### src/rtl/fft_ctrl_pkg.sv
// fft_ctrl_pkg: shared state encoding and latency derivation for the FFT sequencer
package fft_ctrl_pkg;

    typedef enum logic [1:0] {ST_IDLE, ST_RUN, ST_DRAIN, ST_DONE} state_t;

    function automatic int calc_lat(input int rd_lat, input int bfly_lat);
        return rd_lat + bfly_lat;
    endfunction

endpackage

### src/rtl/fft_addr_gen.sv
// fft_addr_gen: registered butterfly pair and twiddle index for stage s, butterfly j
module fft_addr_gen #(
    parameter int LOG2_SIZE  = 12,
    parameter int ADDR_WIDTH = 12
) (
    input  logic                  clk,
    input  logic                  rst,
    input  logic [3:0]            s,
    input  logic [ADDR_WIDTH-1:0] j,
    output logic [ADDR_WIDTH-1:0] addra,
    output logic [ADDR_WIDTH-1:0] addrb,
    output logic [ADDR_WIDTH-2:0] tw_addr
);
    logic [ADDR_WIDTH-1:0] span;
    logic [ADDR_WIDTH-1:0] k;
    logic [ADDR_WIDTH-1:0] a;

    // group index goes above the span bit, offset within the group stays below it
    always_comb begin
        span = ADDR_WIDTH'(1) << s;
        k    = j & (span - ADDR_WIDTH'(1));
        a    = ((j >> s) << (s + 4'd1)) | k;
    end

    // one register stage so addresses line up with the registered read strobe
    always_ff @(posedge clk) begin
        if (rst) begin
            addra   <= '0;
            addrb   <= '0;
            tw_addr <= '0;
        end else begin
            addra   <= a;
            addrb   <= a + span;
            tw_addr <= (ADDR_WIDTH-1)'(k << (4'(LOG2_SIZE - 1) - s));
        end
    end
endmodule

### src/rtl/fft_ctrl.sv
// fft_ctrl: sequences an in-place radix-2 DIT FFT, delaying write-side controls to butterfly output
module fft_ctrl
    import fft_ctrl_pkg::*;
#(
    parameter int FFT_SIZE       = 4096,
    parameter int LOG2_SIZE      = 12,
    parameter int ADDR_WIDTH     = 12,
    parameter int MEM_RD_LATENCY = 1,
    parameter int BFLY_LATENCY   = 5
) (
    input  logic                  clk,
    input  logic                  rst,
    input  logic                  start,
    output logic                  busy,
    output logic                  done,
    output logic                  rd_en,
    output logic [ADDR_WIDTH-1:0] rd_addra,
    output logic [ADDR_WIDTH-1:0] rd_addrb,
    output logic [ADDR_WIDTH-2:0] tw_addr,
    output logic                  wr_en,
    output logic [ADDR_WIDTH-1:0] wr_addra,
    output logic [ADDR_WIDTH-1:0] wr_addrb,
    output logic                  scale,
    output logic [3:0]            stage
);
    localparam int LAT  = calc_lat(MEM_RD_LATENCY, BFLY_LATENCY);
    localparam int HALF = FFT_SIZE / 2;
    localparam int CW   = $clog2(LAT + 1);
    localparam int PW   = 2 * ADDR_WIDTH + 2;

    state_t                   state;
    logic [3:0]               s;
    logic [ADDR_WIDTH-1:0]    j;
    logic [CW-1:0]            dcnt;
    logic [3:0]               ag_s;
    logic [LAT-1:0][PW-1:0]   pipe;

    // j counts one ahead of the presented read; during drain the generator is pre-loaded with the next stage
    always_comb ag_s = (state == ST_DRAIN && s != 4'(LOG2_SIZE - 1)) ? s + 4'd1 : s;

    fft_addr_gen #(.LOG2_SIZE(LOG2_SIZE), .ADDR_WIDTH(ADDR_WIDTH)) u_addr_gen (
        .clk     (clk),
        .rst     (rst),
        .s       (ag_s),
        .j       (j),
        .addra   (rd_addra),
        .addrb   (rd_addrb),
        .tw_addr (tw_addr)
    );

    // transform sequencer: stage runs, inter-stage drain, completion pulse
    always_ff @(posedge clk) begin
        if (rst) begin
            state <= ST_IDLE;
            s     <= '0;
            j     <= '0;
            dcnt  <= '0;
            busy  <= 1'b0;
            done  <= 1'b0;
            rd_en <= 1'b0;
        end else begin
            case (state)
                ST_IDLE: if (start) begin
                    state <= ST_RUN;
                    busy  <= 1'b1;
                    rd_en <= 1'b1;
                    j     <= ADDR_WIDTH'(1);
                end
                ST_RUN: if (j == ADDR_WIDTH'(HALF)) begin
                    state <= ST_DRAIN;
                    rd_en <= 1'b0;
                    j     <= '0;
                    dcnt  <= CW'(LAT - 1);
                end else begin
                    j <= j + ADDR_WIDTH'(1);
                end
                ST_DRAIN: if (dcnt != '0) begin
                    dcnt <= dcnt - CW'(1);
                end else if (s == 4'(LOG2_SIZE - 1)) begin
                    state <= ST_DONE;
                    done  <= 1'b1;
                    busy  <= 1'b0;
                end else begin
                    state <= ST_RUN;
                    rd_en <= 1'b1;
                    s     <= s + 4'd1;
                    j     <= ADDR_WIDTH'(1);
                end
                default: begin
                    state <= ST_IDLE;
                    done  <= 1'b0;
                    s     <= '0;
                end
            endcase
        end
    end

    // read-side controls and odd-stage scale travel LAT cycles to meet the butterfly output
    always_ff @(posedge clk) begin
        if (rst) pipe <= '0;
        else     pipe <= (LAT*PW)'({pipe, rd_addra, rd_addrb, rd_en, s[0]});
    end

    assign {wr_addra, wr_addrb, wr_en, scale} = pipe[LAT-1];
    assign stage = s;
endmodule

### config.mk
export PLATFORM = sky130hd
export DESIGN_NAME = fft_ctrl
export DESIGN_NICKNAME = d
export VERILOG_FILES = /design/src/rtl/fft_ctrl_pkg.sv /design/src/rtl/fft_addr_gen.sv /design/src/rtl/fft_ctrl.sv
export SDC_FILE = /design/constraint.sdc
export NUM_CORES = 1
export LEC_CHECK = 0
export ABC_CLOCK_PERIOD_IN_PS = 7900
export CAP_MARGIN = 20
export CORE_UTILIZATION = 35
export DETAILED_ROUTE_END_ITERATION = 7
export MAX_ROUTING_LAYER = met4
export PLACE_DENSITY = 0.55
export SETUP_SLACK_MARGIN = 0.15
export SKIP_CTS_REPAIR_TIMING = 1
export SYNTH_ARGS = -nofsm -noshare
export SYNTH_HDL_FRONTEND = slang
export SYNTH_SLANG_ARGS = --single-unit
### constraint.sdc
create_clock -name clk -period 7.9 [get_ports clk]
set_input_delay 1.58 -clock clk [delete_from_list [all_inputs] [get_ports clk]]
set_output_delay 1.58 -clock clk [all_outputs]
set_load 0.01 [all_outputs]
Word level (Yosys, flattened, before mapping)

Index checks and enable logic that the tools add are counted.

Input port bits: 3
Logic and storage cells: 83
Output and inout port bits: 68
Register bits: 215

Bitwise gates (word level): 3
Reductions and logical operators: 14
Eq/ne operators: 11
$add $sub $neg: 7
Muxes and demuxes: 28
Shift operators: 4

Operators with widths:

| operator              | number |
|---|---|
| $mux 12               | 4 |
| $pmux 12 s3           | 1 |
| $add 12x1->12 const B | 1 |
| $add 12x12->12        | 1 |
| $and 12x12->12        | 1 |
| $eq 12x12->1 const B  | 1 |
| $mux 4                | 3 |
| $or 12x12->12         | 1 |
| $reduce_and 3->1      | 4 |
| $shl 1x4->12 const A  | 1 |
| $shl 12x4->11         | 1 |
| $shl 12x4->12         | 1 |
| $shr 12x4->12         | 1 |
| $sub 12x1->12 const B | 1 |
| $add 4x1->4 const B   | 2 |
| $mux 1                | 8 |
| $mux 2                | 4 |
| $ne 2x2->1 const B    | 4 |
| $pmux 4 s2            | 1 |
| $reduce_and 4->1      | 2 |
| $mux 3                | 2 |
| $pmux 2 s3            | 1 |
| $pmux 3 s2            | 1 |
| $reduce_bool 3->1     | 2 |
| 15 further kinds      | 18 |

Depth between registers and ports, before layout

Depth after elaboration: 8
Gate-level depth with buffers: 23
Depth with buffers taken out: 21

Modules after synthesis

A second synthesis with hierarchy kept.

Cell total of the unflattened synthesis: 963
Area total of the unflattened synthesis: 9248.9 µm²

Modules (own cells, without submodules):

| module       | area an instance (µm²) | instances | sequential area each (µm²) | cells each |
|---|---|---|---|---|
| fft_ctrl     | 5741.8                 | 1         | 3603.5                     | 520 |
| fft_addr_gen | 3507.1                 | 1         | 700.7                      | 443 |

Worst setup path after synthesis

Ideal clock, no wire load.

Path type: flip-flop to flip-flop
Start: register s[0] (netlist: stage[0])
End: register u_addr_gen.addrb[8]
Setup slack: 2.859 ns
Required time: 7.777 ns
Clock period less this slack: 5.041 ns
Buffers on the path: 1
Cell stages (with the launch flop): 20
Setup time: 0.123 ns
Arrival time: 4.917 ns
Path through: dfxtp_1 > ha_1 > buf_2 > or3b_1 > or3_1 > nand2_1 > nand2_1 > ha_1 > or3_1 > a21boi_0 > a21o_1 > ha_1 > a21oi_1 > nand2_1 > a221oi_2 > a31oi_1 > a221o_1 > a41o_1 > a2111oi_2 > mux2_1

Longest elaborated chain between the ends: 8
Elaborated cells on any way between the ends: 12
Those cells by class: add/sub (4); eq/ne (1); shift (3); mux (1); bitwise (2); reduce/logical (1)

Ends and longest elaborated chain:

| what                                                | line               | RTL |
|---|---|---|
| from (decl)                                         | fft_ctrl.sv:32     | `logic [3:0] s;` |
| from (signal assigned)                              | fft_ctrl.sv:86     | `s <= s + 4'd1;` |
| branches (longest 2 deep; another with $add 4x1->4) | --                 |  |
| $mux 4 (*)                                          | fft_ctrl.sv:39     | `always_comb ag_s = (state == ST_DRAIN && s != 4'(LOG2_SIZE - 1)) ? s + 4'd1 : s;` |
| $shl 1x4->12                                        | fft_addr_gen.sv:20 | `span = ADDR_WIDTH'(1) << s;` |
| $sub 12x1->12                                       | fft_addr_gen.sv:21 | `k = j & (span - ADDR_WIDTH'(1));` |
| $and 12x12->12                                      | fft_addr_gen.sv:21 |  |
| $or 12x12->12 (*)                                   | fft_addr_gen.sv:22 | `a = ((j >> s) << (s + 4'd1)) \| k;` |
| net u_addr_gen.a[2]                                 | fft_addr_gen.sv:16 | `logic [ADDR_WIDTH-1:0] a;` |
| $add 12x12->12 (*)                                  | fft_addr_gen.sv:33 | `addrb <= a + span;` |
| to (signal assigned)                                | fft_addr_gen.sv:33 |  |
| to (decl)                                           | fft_addr_gen.sv:11 | `output logic [ADDR_WIDTH-1:0] addrb,` |

Mark *: on every way through the listed nets, which the timed path passes.
A chain may end at the register's enable or synchronous reset.

Worst setup path in the final report

Start: register s[1] (netlist: stage[1])
End: register u_addr_gen.addrb[8]

The elaborated chain is that of the path after synthesis.

==> impl_metrics.yaml <==
logic_synthesis:
  synth-simple-area-share_pct: 23.1
  synth_edf_count: 0
  synth_warnings: 0
  synthFlopType: "dfxtp_1"
  synth_seq_cells: 215
  synthCells: 991
  yosys.area_share.adder_pct: 2.21
  synthArstFlopShare_pct: 0
  synth_top_area_cell: "dfxtp_1"
  synthTopCellsByArea: "dfxtp_1 46%, nor2b_1 11%, nor2_1 3.5%, mux4_2 2.4%, nand2_1 2.3%"
  syn_nets: 1009
  synth_cell_types: 82
  synth_mux_area_share_pct: 5.03
  netlist_area_um2: 9270
  synth_compound_area_share_pct: 15.4
  synth_top_family_by_area: "simple AND/OR/NAND/NOR gates"
  synth-seq-area-share_pct: 46.4
  syn_avg_cell_area_um2: 9.36
  synth_xor_area_share_pct: 2.17
  synth_top_area_share_pct: 46.4
layout:
  drive_gt1_share_pct: 8.07
  final_net_count: 1031
  fin_cells: 1364
  area_growth_pct: 15.9
  finalInstanceArea_um2: 10700
  n_fill_cell: 2535
  fin_util_pct: 41.3
  antenna_cells: 0
global_routing:
  antenna_found_initial: 0
  grt_pass1_wl_um: 37200
  gr-total-overflow: 0
  grt_max_degree: 119
  grt.total_usage_pct: 18.2
  grt_pass1_vias: 6404
status:
  status: "finished, final reports clean"
setup_path:
  cp.arrival_ns: 6.73
  crit_cells: 18
  r2r_end: "u_addr_gen.addrb[8]$_SDFF_PP0_"
  crit_fanout: 19
  crit_start: "stage[1]$_SDFFE_PP0P_"
  cp_cell_sequence: "ha_1 -> and3b_1 -> and2_1 -> nor3_1 -> nand2_1 -> ha_1 -> or3_1 -> a21boi_0 -> a21o_1 -> ha_1 -> a21oi_1 -> nand2_1 -> a221oi_2 -> a31oi_1 -> a221o_1 -> a41o_1 -> a2111oi_2 -> mux2_1"
  end_kind: "flop"
  crit_top_cell: "ha_1"
  critPathMaxStageDelay_ns: 0.84
  cp.required_ns: 8.30
  endpoint: "u_addr_gen.addrb[8]$_SDFF_PP0_"
  critPathBufInv: 0
  cp-start-kind: "flop"
  rr_worst_depth: 18
  slowest_stage: "dfxtp_1"
  r2r_slack_ns: 1.57
  path_delay_family: "compound AO/OA/AOI/OAI gates"
  critPathKind: "flop to flop"
  reg2reg_from: "stage[1]$_SDFFE_PP0P_"
routing:
  avgViaCountPerCell: 5.04
  wl_um: 23800
  first_pass_iters: 5
  vias: 6881
  wire_per_inst_um: 17.4
  drcViolationCount: 0
  drt-initial-drc-count: 469
  ant_nets: 0
sta:
  rsz0062_at_grt: "no"
  post-route-min-period_ns: 6.33
  fin_crit_sh_pct: 80.2
  hold_viol_final: 0
  timing.slew.headroom_pct: 42.9
  worst_pin_slew_ns: 0.855
  tns_ns: 0
  finalSetupViolations: 0
  maxSlewViolCount: 0
  fmax_mhz: 158
  fin_skew_ns: 0.0168
clocking:
  cts_tree: "built"
  clock-sinks: 215
  clk_latency_ns: 0.51
  cts_root_buf: "clkbuf_16"
  htreeDepth: 1
  clk_pin_slew_ns: 0.06
  cts_buffers: 23
  cts_buffer_depth: 3
flow_run:
  max-cap-violations: 0
power_and_ir_drop:
  pwr_density_cell_nw_per_um2: 198
  ir_worst_vdd_v: 0.000165
  cellLeakagePower_uw: 0.00400
  p_total_uw: 2130
die:
  start_util_pct: 35.7
  core_area_um2: 26000
  ios: 71
  die_h_um: 165
  num_rows: 59
  dieWidth_um: 165
  die_area_um2: 27100
placed_design:
  place_area_um2: 10100
  io_buffer_count: 70
  gp_congestion: 0.940
  dp_hpwl_um: 16800
  dp.cells: 1323
worst_hold_path:
  hold_class: "flop to flop"
[sequential cells by signal, indices dropped and copies added, names as in the netlist]
name,cells
busy,1
dcnt,3
done,1
j,12
pipe,130
rd_en,1
scale,1
stage,4
state,2
u_addr_gen.addra,12
u_addr_gen.addrb,12
u_addr_gen.tw_addr,11
wr_addra,12
wr_addrb,12
wr_en,1
[metal layers]
metal / track usage (%) / part of all wire [%] / vias up
met5: - / 0 / -
met4: 6.71 / 3.3 / 0
met3: 2.89 / 5.7 / 57
met2: 28.3 / 45 / 208
met1: 23.8 / 46 / 3172
li1: - / - / 3444
[worst min path at each step]
stage | endpoint | cells after the start | slack, ns | from
finish | wr_addra[11]$_SDFF_PP0_ | 1 | 0.43 | pipe[129]$_SDFF_PP0_
global route | pipe[102]$_SDFF_PP0_ | 1 | 0.45 | pipe[76]$_SDFF_PP0_
CTS | pipe[88]$_SDFF_PP0_ | 1 | 0.43 | pipe[62]$_SDFF_PP0_
detailed placement | pipe[119]$_SDFF_PP0_ | 1 | 0.42 | pipe[93]$_SDFF_PP0_
global placement | pipe[74]$_SDFF_PP0_ | 1 | 0.42 | pipe[48]$_SDFF_PP0_
floorplan | pipe[100]$_SDFF_PP0_ | 1 | 0.41 | pipe[74]$_SDFF_PP0_
[layout make-up]
class | count | area, um^2 | area share (%)
timing repair buffer | 85 | 815 | 7.58
multi-input combinational | 670 | 4450 | 41.4
clock inverter | 8 | 46.3 | 0.431
tap | 335 | 419 | 3.90
sequential | 215 | 4300 | 40.1
inverter | 18 | 67.6 | 0.629
clock buffer | 33 | 643 | 5.99
[power by group]
part | leakage, uW | switching (uW) | internal, uW
Combinational | 0.00193 | 33.3 | 17.1
Sequential | 0.00173 | 6.49 | 1090
Clock | 0.000341 | 414 | 565
Total | 0.00400 | 454 | 1670
[synthesized netlist by cell type, types with 4 or more instances]
cell       number
a211oi_1       11
a21o_1         10
a21oi_1        39
a221o_1         4
a221oi_1        4
a22oi_1        13
a31oi_1         8
and2_1          7
and3_1          7
buf_2          16
buf_4          27
clkbuf_1       42
dfxtp_1       215
ha_1           14
inv_1          17
mux2_2          4
mux2i_1        17
mux4_2         10
nand2_1        57
nand2b_1        6
nand3_1        20
nand4_1         7
nor2_1         86
nor2b_1       167
nor3_1         15
nor3b_1         4
o2111ai_1       4
o211ai_1       10
o21a_1          7
o21ai_0        32
o21ai_1         4
o22ai_1         4
o31ai_1         5
or3_1           4
xnor2_1        12
xor2_1         11
[cells by family after synthesis]
group | Yosys count
compound gates | 198
xor+xnor | 23
fa+ha+maj | 16
mux | 33
flops | 215
simple gates | 400
buf+inv | 106
[metrics by stage]
| stage | worst slack, ns | hold WS [ns] |
|---|---|---|
| 6_report | 1.57 | 0.432 |
| 5_1_grt | 1.11 | 0.446 |
| 4_1_cts | 1.57 | 0.433 |
| 3_5_place_dp | 1.58 | 0.420 |
| 3_3_place_gp | 1.65 | 0.416 |
| 2_1_floorplan | 2.86 | 0.414 |
[cells in the final DEF (no fill, tap or decap), types with 11 or more instances in the layout]
cell / count
dfxtp_1: 215
nor2b_1: 167
nor2_1: 86
clkdlybuf4s50_1: 69
nand2_1: 57
a21oi_1: 39
o21ai_0: 32
clkbuf_16: 23
nand3_1: 20
inv_1: 17
mux2i_1: 17
nor3_1: 15
buf_4: 15
ha_1: 14
a22oi_1: 13
xnor2_1: 12
a211oi_1: 11
xor2_1: 11
Note: power is estimated with default switching activity, not from simulation.
